==> config.mk <==
export PLATFORM = sky130hd
export DESIGN_NAME = chan_scan_seq
export DESIGN_NICKNAME = d
export VERILOG_FILES = /design/src/rtl/chan_scan_seq.sv
export SDC_FILE = /design/constraint.sdc
export NUM_CORES = 1
export LEC_CHECK = 0
export ABC_AREA = 1
export CORE_MARGIN = 3
export CORE_UTILIZATION = 52
export CTS_BUF_LIST = sky130_fd_sc_hd__clkbuf_16
export DETAILED_ROUTE_END_ITERATION = 16
export PLACE_DENSITY = 0.75
export SLEW_MARGIN = 5
export SYNTH_ARGS = -nofsm -noshare
export SYNTH_HDL_FRONTEND = slang
export SYNTH_SLANG_ARGS = --single-unit
==> constraint.sdc <==
create_clock -name clk -period 1.95 [get_ports clk]
set_clock_uncertainty 0.2 [all_clocks]
set_input_delay 0.39 -clock clk [delete_from_list [all_inputs] [get_ports clk]]
set_output_delay 0.39 -clock clk [all_outputs]
set_load 0.02 [all_outputs]
==> src/rtl/chan_scan_seq.sv <==
// rtl/chan_scan_seq.sv - channel-select sequencer for the 3-to-8 decoder stage
//
// Steps the decoder select through channels 0..7 in ascending order, holding
// each channel for DWELL clocks. It runs either continuously or for one sweep,
// and is controlled by start/stop.
//
// Optional feature macro: CHAN_SCAN_MASK_EN adds the per-channel enable
// input `mask`. Without it, all eight channels are always enabled.
//
// Parameters:
//   DWELL       clocks each channel is held (1 .. 2**CNT_W)
//   CNT_W       width of the dwell counter
// Ports:
//   clk         clock, rising edge
//   rst_n       asynchronous active-low reset
//   start       level, sampled in IDLE, begins a scan
//   stop        aborts a scan; wins over start
//   mode        0 = continuous, 1 = single sweep (captured at scan start)
//   mask        channel enables, bit i = channel i (CHAN_SCAN_MASK_EN only)
//   sel         current channel index to the decoder select
//   sel_valid   sel is a live channel (SCAN)
//   busy        scan in progress (SCAN)
//   sweep_done  one-cycle pulse after the last dwell cycle of a sweep
module chan_scan_seq #(
  parameter int DWELL = 4,
  parameter int CNT_W = 8
) (
  input  logic       clk,
  input  logic       rst_n,
  input  logic       start,
  input  logic       stop,
  input  logic       mode,
`ifdef CHAN_SCAN_MASK_EN
  input  logic [7:0] mask,
`endif
  output logic [2:0] sel,
  output logic       sel_valid,
  output logic       busy,
  output logic       sweep_done
);

  typedef enum logic {
    IDLE = 1'b0,
    SCAN = 1'b1
  } state_t;

  localparam logic [CNT_W-1:0] DWELL_LAST = CNT_W'(DWELL - 1);

  state_t           state;
  logic [CNT_W-1:0] dwell_cnt;
  logic             mode_q;
  logic [7:0]       en;
  logic [3:0]       first_hit;
  logic [3:0]       next_hit;

  // Lowest enabled channel with index >= from. Bit 3 flags a hit and
  // bits 2:0 give the index. A from value of 8 never hits.
  function automatic logic [3:0] pick(input logic [7:0] ens, input logic [3:0] from);
    logic [3:0] res;
    res = 4'd0;
    for (int i = 7; i >= 0; i--) begin
      if (ens[i] && (i >= int'(from))) begin
        res = {1'b1, 3'(i)};
      end
    end
    return res;
  endfunction

  always_comb begin
    en = 8'hFF;
`ifdef CHAN_SCAN_MASK_EN
    en = mask;
`endif
  end

  // first_hit is where a sweep begins or wraps to. next_hit is the channel
  // after the current one; sel = 7 yields from = 8, so it never hits.
  always_comb begin
    first_hit = pick(en, 4'd0);
    next_hit  = pick(en, {1'b0, sel} + 4'd1);
  end

  always_ff @(posedge clk or negedge rst_n) begin
    if (!rst_n) begin
      state      <= IDLE;
      sel        <= 3'd0;
      sel_valid  <= 1'b0;
      busy       <= 1'b0;
      sweep_done <= 1'b0;
      dwell_cnt  <= '0;
      mode_q     <= 1'b0;
    end else begin
      sweep_done <= 1'b0;
      case (state)
        IDLE: begin
          sel       <= 3'd0;
          sel_valid <= 1'b0;
          busy      <= 1'b0;
          dwell_cnt <= '0;
          if (start && !stop && first_hit[3]) begin
            state     <= SCAN;
            sel       <= first_hit[2:0];
            sel_valid <= 1'b1;
            busy      <= 1'b1;
            mode_q    <= mode;
          end
        end

        SCAN: begin
          if (stop) begin
            state     <= IDLE;
            sel       <= 3'd0;
            sel_valid <= 1'b0;
            busy      <= 1'b0;
            dwell_cnt <= '0;
          end else if (dwell_cnt != DWELL_LAST) begin
            dwell_cnt <= dwell_cnt + CNT_W'(1);
          end else begin
            dwell_cnt <= '0;
            if (!first_hit[3]) begin
              // Every channel was disabled by the time of the advance.
              // Abandon the sweep without reporting completion.
              state     <= IDLE;
              sel       <= 3'd0;
              sel_valid <= 1'b0;
              busy      <= 1'b0;
            end else if (next_hit[3]) begin
              sel <= next_hit[2:0];
            end else begin
              // The highest enabled channel has finished: the sweep is complete.
              sweep_done <= 1'b1;
              if (mode_q) begin
                state     <= IDLE;
                sel       <= 3'd0;
                sel_valid <= 1'b0;
                busy      <= 1'b0;
              end else begin
                sel <= first_hit[2:0];
              end
            end
          end
        end

        default: begin
          state     <= IDLE;
          sel       <= 3'd0;
          sel_valid <= 1'b0;
          busy      <= 1'b0;
          dwell_cnt <= '0;
        end
      endcase
    end
  end

endmodule

==> flow_summary.toml <==
[run_status]
status = "finished clean"

[synthesis]
synth_top_area_share_pct = 45.52
synth_adder_area_share_pct = 4.552
synth_area_leaders = "dfrtp_1 46%, nand2_1 7.3%, inv_1 5.9%"
ys_seq_area_share_pct = 45.52
synth_edf_count = 0
synth_ff_type = "dfrtp_1"
syn_avg_cell_area_um2 = 8.962
ys_ff_latch = 15
yosysWarnings = 0
async_flop_share_pct = 100.0
synthesis.nets = 100
synth-compound-area-share_pct = 7.284
synth_top_family_by_area = "simple AND/OR/NAND/NOR gates"
synth_cell_types = 26
yosys.area.top_type = "dfrtp_1"
synth_xor_area_share_pct = 1.062
synth_mux_area_share_pct = 0
syn_area_um2 = 824.5
yosys.area_share.simple_pct = 32.02
postSynthCellCount = 92

[grt]
grt_max_degree = 16
grt_pass1_wl_um = 2559
antenna_found_initial = 0
grt_pass1_vias = 564
grt-ovfl-total = 0
track_usage_pct = 17.85

[route]
drt_iter0_drc = 8
finalWirelength_um = 1518
vias_per_cell = 5.250
avgRoutedWirePerCell_um = 12.65
ant_nets = 0
vias = 630
remaining_drc_errors = 0
first_pass_iters = 4

[floorplanning]
ios = 11
dieWidth_um = 45.82
rows = 13
die_y_um = 45.82
start_util_pct = 58.94
core-area_um2 = 1399
dieArea_um2 = 2099

[timing]
min_period_ps = 1875
fin_crit_sh_pct = 96.16
hold_violations = 0
rsz0062_at_grt = "no"
drv_slew = 0
setup_viol = 0
fmax_mhz = 533.3
setup-tns-final_ps = 0
maxSlewHeadroom_pct = 78.30
tightestPinTransition_ps = 322.9
setup_ws_ps = 74.79

[worst_setup_path]
cp_slowest_cell = "clkdlybuf4s50_1"
critical_path_arrival_ps = 1290
slowest_delay_ps = 630
worstSetupPathType = "flop to output pin"
worstSetupEndpointType = "output pin"
cp_num_buf_inv = 1
cp.required_ps = 1360
critPathMaxFanout = 5
critPathTopFamily = "buffers and inverters"
path_cells = "clkdlybuf4s50_1"
critPathLaunchType = "flop"

[finish]
num_antenna_cells = 0
nFillCells = 120
final_common_cell = "nand2_1"
mostFrequentLayoutCells = "16 x nand2_1, 15 x dfrtp_1, 14 x inv_1"
nets = 114
drive_above_1_share_pct = 19.05
area.growth.synth_to_final_pct = 22.16

[power]
powerDensity_nw_per_um2 = 918.9
p_leak_nw = 0.4680
peakVddDrop_uv = 725.1

[clocking]
path_clk_slew_ps = 50
post_cts_resized = 0
htree_levels = 1
clkLatencyLatePin_ps = 240
cts.sinks = 15
cts-root-buf = "clkbuf_16"
numCtsBuffers = 3
post-cts-setup-buffers = 0
cts_tree = "built"
cts_max_path_buffers = 2
hold_buffers = 0

[flow_run]
cap_violations = 0

[placement]
dp_hpwl_um = 1106
io_buffers = 10
place_congestion = 0.8187
pre_cts_slack_ps = 157.0

[worst_hold_path]
hold_path.class = "input pin to async pin"
==> state kept, by name, indices dropped and copies added, names as in the netlist <==
| signal | flops |
|---|---|
| sweep_done | 1 |
| busy | 1 |
| dwell_cnt | 8 |
| state | 1 |
| mode_q | 1 |
| sel | 3 |
==> area by class of cell <==
class / instances / area [um^2] / share of cell area [%]
timing repair buffer: 11 / 107.6 / 10.68
clock inverter: 1 / 3.754 / 0.3727
sequential: 15 / 375.4 / 37.27
multi-input combinational: 60 / 370.4 / 36.77
tap: 15 / 18.77 / 1.863
clock buffer: 3 / 75.07 / 7.453
inverter: 15 / 56.30 / 5.590
==> synthesized netlist by cell type, types with 2 or more instances <==
cell type and n:
a21oi_1 3, ha_1 3, nor2_4 3, nand2_1 16, o21ai_2 2, inv_1 13, nor2_1 9, nand2_4 2
inv_2 2, dfrtp_1 15, nand3_1 6, nor3_1 3, nand2_2 2
==> path summary, 6_finish.rpt <==
path                                             start                endpoint  slack (ps)  cells past startpoint
worst min-delay path                             rst_n      sel[2]$_DFFE_PN0P_         260                      2
max in group asynchronous                        rst_n        busy$_DFFE_PN0P_        1110                      2
min in group clk                dwell_cnt[0]$_DFF_PN0_  dwell_cnt[0]$_DFF_PN0_         260                      1
worst max-delay path                sel[2]$_DFFE_PN0P_                  sel[2]          70                      1
worst min register to register  dwell_cnt[0]$_DFF_PN0_  dwell_cnt[0]$_DFF_PN0_         260                      1
worst max register to register  dwell_cnt[0]$_DFF_PN0_        busy$_DFFE_PN0P_         450                      8
==> through the flow <==
step	power (mW)	hold WS, ps	instances	util [%]	instance area, um^2
after global routing	0.9764	274.5	120	72.00	1007
final	0.9255	259.0	120	72.00	1007
after floorplan	0.4863	-105.6	92	-	824.5
after global placement	0.5366	250.1	116	66.37	928.4
after detailed placement	0.5399	255.0	116	66.37	928.4
after CTS	0.9346	259.9	120	72.00	1007
==> power by group <==
group          switching, mW  leakage [nW]  internal [mW]
Sequential            0.0244         0.201          0.342
Combinational          0.100         0.225         0.0690
Clock                  0.119        0.0423          0.271
==> cells by family after synthesis <==
family / Yosys count
AO/OA/AOI/OAI: 9
buffers and inverters: 17
flip-flops: 15
AND/OR/NAND/NOR: 47
adder cells (fa/ha/maj): 3
XOR/XNOR: 1
==> per-layer routing <==
layer  vias to the layer above  wire length [um]  GRT usage [%]
met3                         4                87          5.138
li1                        316                 -              -
met4                         0                24          10.23
met2                        15               686          24.51
met5                         -                 0              0
met1                       295               719          24.75
Power figures use the tool's default switching activity.
